===== src/rtl/serial_word_serializer_if.sv =====
// Parallel-in / serial-out bundle between a word producer and the serializer.
// Handshake: a word moves on a rising edge where in_valid && in_ready are both 1;
// the producer may change in_valid/in_data freely at any other time, and
// in_ready depends only on registered state (never combinationally on in_valid).
interface serial_word_serializer_if #(
  parameter int WIDTH = 4
);
  logic [WIDTH-1:0] in_data;
  logic             in_valid;
  logic             in_ready;
  logic             ser_data;
  logic             ser_tick;
  logic             ser_load;
  logic             busy;
  logic [7:0]       word_count;
  logic             dbg_state;

  modport master (
    output in_data,
    output in_valid,
    input  in_ready,
    input  ser_data,
    input  ser_tick,
    input  ser_load,
    input  busy,
    input  word_count,
    input  dbg_state
  );

  modport slave (
    input  in_data,
    input  in_valid,
    output in_ready,
    output ser_data,
    output ser_tick,
    output ser_load,
    output busy,
    output word_count,
    output dbg_state
  );
endinterface


===== src/rtl/serial_word_serializer.sv =====
// Double-buffered word serializer: a holding register feeds a shift register that
// emits one bit every DIV clocks, with a bit strobe and a first-bit frame marker.
module serial_word_serializer #(
  parameter int WIDTH     = 4,
  parameter int DIV       = 4,
  parameter int LSB_FIRST = 1
) (
  input  logic                    input_clock1_clk,
  input  logic                    input_push_button1_rst_n,
  serial_word_serializer_if.slave bus
);

  localparam int            BW       = (WIDTH > 1) ? $clog2(WIDTH) : 1;
  localparam int            DW       = (DIV > 1) ? $clog2(DIV) : 1;
  localparam logic [BW-1:0] IDX_LAST = BW'(WIDTH - 1);
  localparam logic [DW-1:0] DIV_LAST = DW'(DIV - 1);

  typedef enum logic {
    IDLE  = 1'b0,
    SHIFT = 1'b1
  } state_e;

  state_e           state_q, state_d;
  logic [WIDTH-1:0] hold_q, hold_d;
  logic             hold_valid_q, hold_valid_d;
  logic [WIDTH-1:0] shreg_q, shreg_d;
  logic [BW-1:0]    bit_idx_q, bit_idx_d;
  logic [DW-1:0]    div_cnt_q, div_cnt_d;
  logic [7:0]       word_count_q, word_count_d;

  logic busy;
  logic tick;
  logic accept;
  logic out_bit;

  assign busy    = (state_q == SHIFT);
  assign tick    = busy && (div_cnt_q == DIV_LAST);
  assign accept  = bus.in_valid && !hold_valid_q;
  assign out_bit = (LSB_FIRST != 0) ? shreg_q[0] : shreg_q[WIDTH-1];

  always_ff @(posedge input_clock1_clk or negedge input_push_button1_rst_n) begin
    if (!input_push_button1_rst_n) begin
      state_q      <= IDLE;
      hold_q       <= '0;
      hold_valid_q <= 1'b0;
      shreg_q      <= '0;
      bit_idx_q    <= '0;
      div_cnt_q    <= '0;
      word_count_q <= '0;
    end else begin
      state_q      <= state_d;
      hold_q       <= hold_d;
      hold_valid_q <= hold_valid_d;
      shreg_q      <= shreg_d;
      bit_idx_q    <= bit_idx_d;
      div_cnt_q    <= div_cnt_d;
      word_count_q <= word_count_d;
    end
  end

  always_comb begin
    state_d      = state_q;
    hold_d       = hold_q;
    hold_valid_d = hold_valid_q;
    shreg_d      = shreg_q;
    bit_idx_d    = bit_idx_q;
    div_cnt_d    = div_cnt_q;
    word_count_d = word_count_q;

    // Accept only writes the hold register; a reload below needs hold_valid_q=1,
    // which blocks accept in the same cycle, so the two never collide.
    if (accept) begin
      hold_d       = bus.in_data;
      hold_valid_d = 1'b1;
    end

    unique case (state_q)
      IDLE: begin
        div_cnt_d = '0;
        if (hold_valid_q) begin
          shreg_d      = hold_q;
          hold_valid_d = 1'b0;
          bit_idx_d    = '0;
          state_d      = SHIFT;
        end
      end

      SHIFT: begin
        div_cnt_d = tick ? '0 : div_cnt_q + DW'(1);
        if (tick) begin
          if (bit_idx_q != IDX_LAST) begin
            if (LSB_FIRST != 0) begin
              shreg_d = {1'b0, shreg_q[WIDTH-1:1]};
            end else begin
              shreg_d = {shreg_q[WIDTH-2:0], 1'b0};
            end
            bit_idx_d = bit_idx_q + BW'(1);
          end else begin
            word_count_d = word_count_q + 8'd1;
            bit_idx_d    = '0;
            // A held word starts on the very next clock so the stream has no gap.
            if (hold_valid_q) begin
              shreg_d      = hold_q;
              hold_valid_d = 1'b0;
            end else begin
              state_d = IDLE;
            end
          end
        end
      end

      default: begin
        state_d = IDLE;
      end
    endcase
  end

  assign bus.in_ready   = !hold_valid_q;
  assign bus.ser_data   = busy ? out_bit : 1'b1;
  assign bus.ser_tick   = tick;
  assign bus.ser_load   = busy && (bit_idx_q == '0);
  assign bus.busy       = busy;
  assign bus.word_count = word_count_q;
  assign bus.dbg_state  = state_q;

endmodule


===== src/flat_wrapper.sv =====
// flat-port wrapper written by rule: the top's interface ports become plain ports
module serial_word_serializer_flat 
#(
  parameter int WIDTH     = 4,
  parameter int DIV       = 4,
  parameter int LSB_FIRST = 1
)
  (input_clock1_clk, input_push_button1_rst_n, bus_in_data, bus_in_valid, bus_in_ready, bus_ser_data, bus_ser_tick, bus_ser_load, bus_busy, bus_word_count, bus_dbg_state);
  serial_word_serializer_if #(.WIDTH(WIDTH)) bus_i ();
  input  logic input_clock1_clk;
  input  logic input_push_button1_rst_n;
  input wire logic [$bits(bus_i.in_data)-1:0] bus_in_data;
  input wire logic [$bits(bus_i.in_valid)-1:0] bus_in_valid;
  output wire logic [$bits(bus_i.in_ready)-1:0] bus_in_ready;
  output wire logic [$bits(bus_i.ser_data)-1:0] bus_ser_data;
  output wire logic [$bits(bus_i.ser_tick)-1:0] bus_ser_tick;
  output wire logic [$bits(bus_i.ser_load)-1:0] bus_ser_load;
  output wire logic [$bits(bus_i.busy)-1:0] bus_busy;
  output wire logic [$bits(bus_i.word_count)-1:0] bus_word_count;
  output wire logic [$bits(bus_i.dbg_state)-1:0] bus_dbg_state;
  assign bus_i.in_data = bus_in_data;
  assign bus_i.in_valid = bus_in_valid;
  assign bus_in_ready = bus_i.in_ready;
  assign bus_ser_data = bus_i.ser_data;
  assign bus_ser_tick = bus_i.ser_tick;
  assign bus_ser_load = bus_i.ser_load;
  assign bus_busy = bus_i.busy;
  assign bus_word_count = bus_i.word_count;
  assign bus_dbg_state = bus_i.dbg_state;
  serial_word_serializer #(.WIDTH(WIDTH), .DIV(DIV), .LSB_FIRST(LSB_FIRST)) u_core (.input_clock1_clk(input_clock1_clk), .input_push_button1_rst_n(input_push_button1_rst_n), .bus(bus_i));
endmodule

===== config.mk =====
export PLATFORM = sky130hd
export DESIGN_NAME = serial_word_serializer_flat
export DESIGN_NICKNAME = d
export VERILOG_FILES = /design/src/rtl/serial_word_serializer_if.sv /design/src/rtl/serial_word_serializer.sv /design/src/flat_wrapper.sv
export SDC_FILE = /design/constraint.sdc
export NUM_CORES = 1
export LEC_CHECK = 0
export BUFFER_PORTS_ARGS = -buffer_cell sky130_fd_sc_hd__buf_2
export CAP_MARGIN = 15
export CORE_ASPECT_RATIO = 1.4
export CORE_MARGIN = 1
export CORE_UTILIZATION = 51
export DETAILED_ROUTE_END_ITERATION = 12
export PLACE_DENSITY = 0.86
export REMOVE_ABC_BUFFERS = 1
export SLEW_MARGIN = 10
export SYNTH_ARGS = -nofsm -noshare
export SYNTH_HDL_FRONTEND = slang
export SYNTH_SLANG_ARGS = --single-unit

===== constraint.sdc =====
create_clock -name input_clock1_clk -period 1.5 [get_ports input_clock1_clk]
set_input_delay 0.15 -clock input_clock1_clk [delete_from_list [all_inputs] [get_ports input_clock1_clk]]
set_output_delay 0.15 -clock input_clock1_clk [all_outputs]
set_load 0.05 [all_outputs]

# Yosys cells after proc, flatten, opt, wreduce, memory -nomap -nowiden
# Index checks and enable logic that the tools add are counted.
[word_totals]
in_bits = 7
output_inout_bits = 14
wordCells = 43
ff_bits = 22
[op_classes]
muxes = 20
n_bitwise = 2
n_eq_ne = 4
n_reduce_logical = 7
add_sub_neg = 3
[ops]
columns = ["operator", "n"]
rows = [
  ["two-way mux 4 bit", 3],
  ["adder 8 x 1 -> 8 bit, second input constant", 1],
  ["two-way mux 1 bit", 8],
  ["two-way mux 2 bit", 4],
  ["case mux 2 bit (2 select lines)", 2],
  ["case mux 4 bit (2 select lines)", 1],
  ["adder 2 x 1 -> 2 bit, second input constant", 2],
  ["inequality test 2 bit, second input constant", 2],
  ["case mux 1 bit (2 select lines)", 2],
  ["logical AND 1 bit", 3],
  ["AND reduction 3 bit", 1],
  ["equality test 2 bit, second input constant", 1],
  ["logical NOT 2 bit", 1],
  ["inequality test 2 x 1 -> 1 bit, second input constant", 1],
  ["inverter 1 bit", 2],
  ["AND reduction 2 bit", 1],
  ["logical NOT 1 bit", 1],
]

# Longest topological paths before layout
# Gate-level depths: netlist of run 1.
[depth]
ltp_word = 7
ltp_mapped = 5
ltp_nobuf = 5

# Worst setup path before layout of run 1
# Ideal clock, no wire load.
[synth_path]
kind = "input to output"
start = "in u_core.bus.busy"
end = "out bus_ser_load"
cell_stages = 3
required_time_ps = 1350
arrival_ps = 1395
n_path_buf = 1
path_slack_ps = -45
cell_sequence = "dfrtp_1 > buf_2 > and2_1"
[synth_via]
elab_chain_cells = 1
[synth_lines]
columns = ["element", "line_no", "source"]
rows = [
  ["start: declaration", "serial_word_serializer_if.sv:37", "output busy,"],
  ["logical AND 1 bit", "serial_word_serializer.sv:121", "assign bus.ser_load = busy && (bit_idx_q == '0);"],
  ["end: declaration", "flat_wrapper.sv:17", "output wire logic [$bits(bus_i.ser_load)-1:0] bus_ser_load;"],
]
# No other way between the ends.

# Worst setup path after layout of run 1
[layout_path]
start = "in u_core.div_cnt_q[0]"
end = "out bus_ser_tick"
[layout_via]
elab_chain_cells = 2
[layout_lines]
columns = ["element", "line_no", "source"]
rows = [
  ["start: declaration", "serial_word_serializer.sv:28", "logic [DW-1:0] div_cnt_q, div_cnt_d;"],
  ["equality test 2 bit", "serial_word_serializer.sv:37", "assign tick = busy && (div_cnt_q == DIV_LAST);"],
  ["logical AND 1 bit", "serial_word_serializer.sv:37", ""],
  ["end: declaration", "flat_wrapper.sv:16", "output wire logic [$bits(bus_i.ser_tick)-1:0] bus_ser_tick;"],
]
# No other way between the ends.

==> impl_metrics.yaml, run 1 <==
routing:
  drtPass1Iterations: 4
  wl_um: 1830
  routedWlPerCell_um: 13.3
  routed_via_density: 5.47
  ant_nets: 0
  drc: 0
  vias: 749
  dr.first_iter.drc_count: 14
worst_setup_path:
  critPathArrivalTime_ns: 1.27
  r2r_end: "u_core.shreg_q[0]"
  worstPathRequired_ns: 1.35
  critPathLaunchType: "flop"
  crit_buf_inv: 1
  worstSetupEndpoint: "bus_ser_tick"
  worstPathCellList: "ha_4 -> and2_1 -> buf_4"
  path_max_fanout: 9
  worstSetupPathType: "flop to primary output"
  worst_path_max_delay_cell: "dfrtp_1"
  worst_setup_path_end_kind: "primary output"
  r2r_setup_slack_ns: 0.13
  worstReg2RegStart: "u_core.bit_idx_q[1]"
  reg2reg_depth: 4
  worst-path-stages: 3
  crit_path_max_incr_delay_ns: 0.43
  setup.worst_path.start: "u_core.div_cnt_q[0]"
  path_delay_family: "flip-flops"
sta:
  fin_crit_ns: 1.42
  tightest_slew_ns: 0.463
  clock_skew_ns: 0.00302
  worst_slack_ns: 0.0809
  setup_viol: 0
  finalHoldViolCount: 0
  finalSetupTns_ns: 0
  slew-limit-headroom_pct: 69.2
  whs_ns: 0.0700
  slew_viol_final: 0
  max_freq_ghz: 0.705
  min_period_over_period_pct: 94.6
finish:
  most-common-layout-cells: "dfrtp_1, buf_2, nand2_1"
  drive_gt1_share_pct: 31.9
  final_common_cell: "dfrtp_1"
  area_growth_pct: 18.2
  design_area_sq_um: 1250
  fillers: 154
  final_nets: 128
  n_antenna_cell: 0
logic_synthesis:
  postSynthAreaPerCell_sq_um: 11.4
  synth-simple-area-share_pct: 17.9
  seq_area_frac_synth_pct: 52.1
  ys_seq_elements: 22
  synth_area_sq_um: 1060
  ys_types: 30
  synthCells: 93
  synth_top_family_by_area: "simple AND/OR/NAND/NOR gates"
  synthAdderAreaFrac_pct: 4.74
  ys_warn_count: 0
  synth.mux.area_fraction_pct: 8.18
  synth_compound_area_share_pct: 7.70
  synthXorXnorAreaFrac_pct: 5.81
floorplanning:
  die_x_um: 40.5
  die_y_um: 55.8
  start_util_pct: 54.2
  core_sq_um: 1950
  die_area_sq_um: 2260
  io_pins: 21
  rows: 19
place:
  place_hpwl_um: 1390
  placed_cell_area_sq_um: 1170
  place.gp.congestion: 0.818
  dp_worst_setup_slack_ns: 0.0663
  port_buffers: 20
clocking:
  cts_buffers: 3
  clock_path_buffers: 2
  clk_latency_ns: 0.30
  cts_tree: "done"
  cts.sinks: 22
  cts_root_buf: "clkbuf_4"
  cts_setup_buffers: 0
  h-tree-depth: 1
  clk_pin_slew_worst_paths_ns: 0.12
global_routing:
  grt_pass1_wl_um: 3140
  antenna_found_initial: 0
  grt_usage_pct: 19.6
  grt_pass1_vias: 787
  grt-ovfl-total: 0
  grt_max_degree: 23
pwr:
  peakVddDrop_v: 0.00110
  leakagePower_uw: 0.000620
  p_per_area_nw_per_um2: 1960
min_path:
  hold_path.class: "input port to flop"
status:
  status: "completed"
run:
  cap_violations: 0
## how the worst min path moves through the flow
stage | startpoint | to | slack [ns] | cells past startpoint
2_1_floorplan | input_push_button1_rst_n | u_core.bit_idx_q[0] | -0.15 | 0
3_3_place_gp | input_push_button1_rst_n | u_core.bus.word_count[6] | 0.13 | 1
3_5_place_dp | input_push_button1_rst_n | u_core.bus.word_count[6] | 0.13 | 1
4_1_cts | bus_in_data[0] | u_core.hold_q[0] | 0.06 | 2
5_1_grt | bus_in_data[0] | u_core.hold_q[0] | 0.06 | 2
6_report | bus_in_data[2] | u_core.hold_q[2] | 0.07 | 2
## repair_timing
item | 4_1_cts | 5_1_grt
endpoints found under the hold margin | 22 | 0
pin swaps | 0 | 0
hold buffers | 1 | 0
resized for setup | 2 | 7
endpoints found under the setup margin | 1 | 4
## sequential cells by signal, summed over array words and instances, names as in the netlist
| name | cells |
|---|---|
| u_core.shreg_q | 4 |
| u_core.div_cnt_q | 2 |
| u_core.bus.word_count | 8 |
| u_core.bus.busy | 1 |
| u_core.bit_idx_q | 2 |
| u_core.hold_q | 4 |
| u_core.hold_valid_q | 1 |
## Yosys cell counts, drive strengths merged
library cell | instances | share of area, %
nand2b | 5 | 3.0
buf | 4 | 2.1
and3 | 2 | 1.2
or2b | 1 | 0.71
a21o | 1 | 0.71
o22ai | 1 | 0.59
mux2 | 5 | 5.3
xor2 | 3 | 2.5
nand4 | 3 | 1.8
xnor2 | 4 | 3.3
o21ai | 1 | 0.47
nor3 | 3 | 1.4
and2b | 1 | 0.83
nand2 | 6 | 2.1
and2 | 3 | 1.8
and3b | 1 | 0.83
a221oi | 1 | 0.83
a2bb2oi | 2 | 1.7
ha | 4 | 4.7
nor2 | 5 | 1.8
inv | 4 | 1.4
mux2i | 3 | 2.8
dfrtp | 22 | 52
nand3 | 3 | 1.9
a31oi | 2 | 1.2
o31ai | 1 | 0.71
nor2b | 1 | 0.59
a21oi | 1 | 1.5
## worst reg2reg max path, cell delays in order, from the launching register on
cell	delay [ns]
dfrtp_1	0.41
ha_1	0.24
nand2b_2	0.27
a21oi_4	0.20
a2bb2oi_1	0.17
## through the flow
step,cells,utilization [%],power (uW)
2_1_floorplan,89,-,1820
5_1_grt,137,64.1,2620
3_3_place_gp,132,60.3,2030
4_1_cts,137,62.9,2410
6_report,137,64.1,2450
3_5_place_dp,132,60.3,2070
## where the power goes
| group | switching [uW] | internal (uW) |
|---|---|---|
| clock network | 172 | 148 |
| registers | 146 | 799 |
| logic | 692 | 491 |
| total | 1010 | 1440 |
## final cells by class
cell class              instances  area, sq um  share of cell area [%]
flip-flops and latches         22          552                    44.2
well taps                      21         26.3                    2.10
inverters                       4         15.0                    1.20
multi-input cells              63          483                    38.7
clock buffers                   4         36.3                    2.91
repair buffers                 23          136                    10.9
## cell families (layout without fill, tap and decap cells)
| logic type | Yosys count | count (layout) |
|---|---|---|
| buffers and inverters | 8 | 31 |
| AO/OA/AOI/OAI | 10 | 10 |
| adder cells (fa/ha/maj) | 4 | 4 |
| AND/OR/NAND/NOR | 34 | 34 |
| XOR/XNOR | 7 | 7 |
| flip-flops | 22 | 22 |
| multiplexers | 8 | 8 |
## layer usage
| metal | vias to the layer above | wire [um] | global-route usage, % |
|---|---|---|---|
| li1 | 363 | - | - |
| met1 | 374 | 763 | 25.2 |
| met2 | 10 | 1020 | 30.8 |
| met3 | 2 | 36 | 1.60 |
| met4 | 0 | 8 | 10.5 |
| met5 | - | 0 | 0 |
No activity file was read; power rests on OpenSTA's default activity.
==> run 2, diff against run 1 <==
--- a/config.mk
+++ b/config.mk
@@ -9,9 +9,9 @@
 export CAP_MARGIN = 15
 export CORE_ASPECT_RATIO = 1.4
 export CORE_MARGIN = 1
-export CORE_UTILIZATION = 51
+export CORE_UTILIZATION = 52
 export DETAILED_ROUTE_END_ITERATION = 12
-export PLACE_DENSITY = 0.86
+export PLACE_DENSITY = 0.87
 export REMOVE_ABC_BUFFERS = 1
 export SLEW_MARGIN = 10
 export SYNTH_ARGS = -nofsm -noshare
==> run 2 against run 1 <==
  * Count of clock-buffer cells in the layout did not move
  * Highest routed layer unchanged
  * Sequential share of layout area is 0.27 points higher
  * Largest power group unchanged
  * Flip-flop and latch count unchanged
  * First-iteration DRC count decreased by 50%
  * Combinational power about the same
==> impl_metrics.yaml, run 2 (synthesis results as in run 1) <==
status:
  status: "completed"
sta:
  fin_crit_ns: 1.45
  finalSetupTns_ns: 0
  tightest_slew_ns: 0.475
  max_freq_ghz: 0.687
  finalHoldViolCount: 0
  setup_viol: 0
  min_period_over_period_pct: 97.0
  clock_skew_ns: 0.00574
  worst_slack_ns: 0.0452
  slew-limit-headroom_pct: 68.3
  slew_viol_final: 0
  rsz0062_at_grt: "false"
worst_setup_path:
  crit_buf_inv: 3
  worst_path_max_delay_cell: "dfrtp_1"
  crit_path_max_incr_delay_ns: 0.40
  setup.worst_path.start: "u_core.hold_valid_q"
  worstPathCellList: "buf_4 -> inv_1 -> buf_2"
  critPathArrivalTime_ns: 1.30
  worstPathRequired_ns: 1.35
  worstReg2RegStart: "u_core.bit_idx_q[1]"
  path_max_fanout: 10
  worstSetupPathType: "flop to primary output"
  critPathLaunchType: "flop"
  path_delay_family: "buffers and inverters"
  worst_setup_path_end_kind: "primary output"
floorplanning:
  start_util_pct: 57.9
  core_sq_um: 1820
  rows: 18
  die_y_um: 55.3
  die_x_um: 40.1
  die_area_sq_um: 2220
  io_pins: 21
routing:
  routed_via_density: 5.42
  dr.first_iter.drc_count: 7
  drc: 0
  vias: 737
  drtPass1Iterations: 4
  routedWlPerCell_um: 13.9
  ant_nets: 0
  wl_um: 1890
place:
  dp_worst_setup_slack_ns: 0.0631
  place.gp.congestion: 0.828
  port_buffers: 20
  placed_cell_area_sq_um: 1170
  place_hpwl_um: 1400
finish:
  final_common_cell: "dfrtp_1"
  drive_gt1_share_pct: 31.9
  largest_reg_flops: 8
  final_nets: 128
  multiInputGateArea_sq_um: 483
  most-common-layout-cells: "dfrtp_1, buf_2, nand2_1"
  area_growth_pct: 17.5
  design_area_sq_um: 1240
  n_antenna_cell: 0
  fillers: 142
  seq_area_sq_um: 552
  fin_util_pct: 68.0
min_path:
  hp-start: "bus_in_data[3]"
  hold_path.class: "input port to flop"
pwr:
  peakVddDrop_v: 0.00113
  pwr-share-clk_pct: 13.5
  switchingPower_uw: 1020
  p_int_uw: 1430
  p_sw_share_pct: 41.8
  p_per_area_nw_per_um2: 1970
  seqPwrFrac_pct: 38.6
  pwr-share-comb_pct: 48.0
  total_power_uw: 2450
  leakagePower_uw: 0.000619
clocking:
  cts_setup_buffers: 0
  cts_tree: "done"
  clock_path_buffers: 2
  cts.sinks: 22
  h-tree-depth: 1
  cts_root_buf: "clkbuf_4"
  clk_pin_slew_worst_paths_ns: 0.12
  cts_buffers: 3
  clk_latency_ns: 0.31
global_routing:
  grt_pass1_vias: 744
  grt_pass1_wl_um: 3010
  grt_usage_pct: 19.2
  antenna_found_initial: 0
  grt-ovfl-total: 0
  grt_max_degree: 23
run:
  cap_violations: 0
run 2: cell count changes in the layout (fill, tap and decap cells not counted):
| cell | delta |
|---|---|
| buf_2 | +1 |
| buf_6 | -1 |
| buf_4 | +1 |
| clkbuf_4 | -1 |
run 2: stage by stage:
step / std cells / hold slack (ns)
after floorplan: 89 / -0.146
after global placement: 131 / 0.127
after detailed placement: 131 / 0.137
after CTS: 136 / 0.0540
after global routing: 136 / 0.0506
final: 136 / 0.0596
run 2: layer usage:
layer | track usage [%] | wire (um) | part of all wire [%] | up-vias
li1 | - | - | - | 362
met1 | 21.4 | 803 | 42 | 355
met2 | 33.2 | 1000 | 53 | 18
met3 | 3.61 | 59 | 3.1 | 2
met4 | 7.39 | 24 | 1.3 | 0
met5 | 0 | 0 | 0 | -
run 2: worst reg2reg max path, stage by stage (launching register included):
cell and delay (ns):
dfrtp_1 0.42, ha_1 0.24, nand2b_2 0.28, a21oi_4 0.20
a2bb2oi_1 0.19
run 2: worst paths after layout:
check / endpoint / slack, ns / cells past startpoint
max reg2reg: u_core.shreg_q[1] / 0.09 / 4
min: u_core.hold_q[3] / 0.06 / 2
max in group asynchronous: u_core.bus.busy / 0.83 / 2
min reg2reg: u_core.bus.word_count[7] / 0.47 / 1
max: bus_in_ready / 0.05 / 3
min in group asynchronous: u_core.bus.word_count[0] / 0.32 / 2
run 2: what timing repair did:
action	4_1_cts	5_1_grt
setup endpoints to repair	2	4
endpoints found under the hold margin	22	0
gates resized for setup	4	2
hold buffers	1	0
run 2: layout make-up:
type,instances,area share (%)
inverter,4,1.21
multi-input combinational,63,38.9
sequential,22,44.5
timing repair buffer,23,10.5
tap,20,2.02
clock buffer,4,2.92
run 2: power groups by stage:
stage                     Sequential (uW)  Clock (uW)  Combinational [uW]
after global routing                  964         357                1290
final                                 945         330                1170
after CTS                             936         337                1160
after floorplan                      1040           0                 774
after detailed placement              944           0                1140
after global placement                930           0                1090
==> run 3, diff against run 2 <==
--- a/config.mk
+++ b/config.mk
@@ -8,7 +8,7 @@
 export BUFFER_PORTS_ARGS = -buffer_cell sky130_fd_sc_hd__buf_2
 export CAP_MARGIN = 15
 export CORE_ASPECT_RATIO = 1.4
-export CORE_MARGIN = 1
+export CORE_MARGIN = 2
 export CORE_UTILIZATION = 52
 export DETAILED_ROUTE_END_ITERATION = 12
 export PLACE_DENSITY = 0.87
==> constraint.sdc (replaced) <==
create_clock -name input_clock1_clk -period 1.5 [get_ports input_clock1_clk]
set_input_delay 0.225 -clock input_clock1_clk [delete_from_list [all_inputs] [get_ports input_clock1_clk]]
set_output_delay 0.225 -clock input_clock1_clk [all_outputs]
set_load 0.05 [all_outputs]
==> run 3 against run 2 <==
  * Cell count up 5.1%
  * Register-to-register slack worse by 0.03 ns
  * Sequential share of layout area down 2.9 points
==> impl_metrics.yaml, run 3 (synthesis results as in run 1) <==
min_path:
  hold_path.class: "input port to flop"
routing:
  vias: 791
  drc: 0
  ant_nets: 0
  routedWlPerCell_um: 14.4
  routed_via_density: 5.53
  dr.first_iter.drc_count: 18
  wl_um: 2050
  drtPass1Iterations: 4
sta:
  slew_viol_final: 0
  tightest_slew_ns: 0.467
  slew-limit-headroom_pct: 68.9
  finalSetupTns_ns: 0
  clock_skew_ns: 0.00631
  worst_slack_ns: 0.0324
  max_freq_ghz: 0.681
  fin_crit_ns: 1.47
  min_period_over_period_pct: 97.8
  setup_viol: 0
  finalHoldViolCount: 0
  whs_ns: 0.149
place:
  port_buffers: 20
  place.gp.congestion: 0.783
  place_hpwl_um: 1330
  dp_worst_setup_slack_ns: 0.0855
clocking:
  clk_latency_ns: 0.30
  cts_buffers: 3
  h-tree-depth: 1
  clock_path_buffers: 2
  cts_tree: "done"
  clk_pin_slew_worst_paths_ns: 0.12
  cts_root_buf: "clkbuf_4"
  cts.sinks: 22
global_routing:
  grt_pass1_vias: 702
  antenna_found_initial: 0
  grt_pass1_wl_um: 3250
  grt_usage_pct: 17.5
  grt-ovfl-total: 0
  grt_max_degree: 23
worst_setup_path:
  path_delay_family: "flip-flops"
  crit_buf_inv: 1
  worstSetupPathType: "flop to primary output"
  worst_setup_path_end_kind: "primary output"
  path_max_fanout: 8
  worst_path_max_delay_cell: "dfrtp_1"
  crit_path_max_incr_delay_ns: 0.44
  critPathLaunchType: "flop"
  worstPathRequired_ns: 1.27
  worstPathCellList: "ha_4 -> and2_4 -> buf_6"
  critPathArrivalTime_ns: 1.24
floorplanning:
  die_y_um: 57.3
  rows: 19
  start_util_pct: 54.2
  io_pins: 21
  die_x_um: 42.1
  core_sq_um: 1950
  die_area_sq_um: 2410
status:
  status: "completed"
finish:
  most-common-layout-cells: "dfrtp_1, buf_2, buf_4"
  area_growth_pct: 25.6
  drive_gt1_share_pct: 39.3
  final_common_cell: "dfrtp_1"
  final_nets: 134
  largest_reg_flops: 8
  n_antenna_cell: 0
pwr:
  peakVddDrop_v: 0.00139
  leakagePower_uw: 0.000662
  p_per_area_nw_per_um2: 2090
run:
  cap_violations: 0
==> run 3: final cells by class <==
cell class	instances	area, sq um
sequential	22	552
clock buffer	3	22.5
multi-input combinational	63	495
timing repair buffer	29	185
inverter	4	15.0
tap	21	26.3
clock inverter	1	30.0
fill	145	623
==> run 3: worst paths after layout <==
check	end	cells past startpoint	slack, ns	from
setup / recovery	bus_ser_tick	3	0.03	u_core.div_cnt_q[0]
hold / removal	u_core.hold_q[3]	2	0.15	bus_in_data[3]
setup reg to reg	u_core.shreg_q[3]	4	0.06	u_core.div_cnt_q[0]
hold reg to reg	u_core.bus.word_count[7]	1	0.49	u_core.bus.word_count[7]
max in group asynchronous	u_core.bus.busy	2	0.75	input_push_button1_rst_n
min in group asynchronous	u_core.bus.word_count[6]	2	0.40	input_push_button1_rst_n
==> run 3: where the power goes <==
part,switching [uW],internal (uW)
Sequential,179,799
Clock,174,270
Combinational,727,623
Total,1080,1690
==> run 3: layer usage <==
layer	part of all wire (%)	global-route usage, %	wire [um]
met2	55	29.5	1130
met5	0	0	0
met4	0.83	7.59	17
met1	41	22.8	847
met3	3.1	2.22	63
==> run 3: metrics by stage <==
stage	area, sq um	cells	utilization, %	total power, uW
final	1330	143	68.0	2770
after global routing	1330	143	68.0	2950
after CTS	1260	136	64.4	2590
after detailed placement	1170	131	59.9	2070
after global placement	1170	131	59.9	2030
after floorplan	1030	89	-	1820
==> run 3: repair_timing <==
action                                 4_1_cts  5_1_grt
setup buffers                                0        7
hold buffers                                 1        0
endpoints found under the hold margin       22        0
pin swaps                                    1        1
gates resized for setup                      7        8
setup endpoints to repair                    4        4
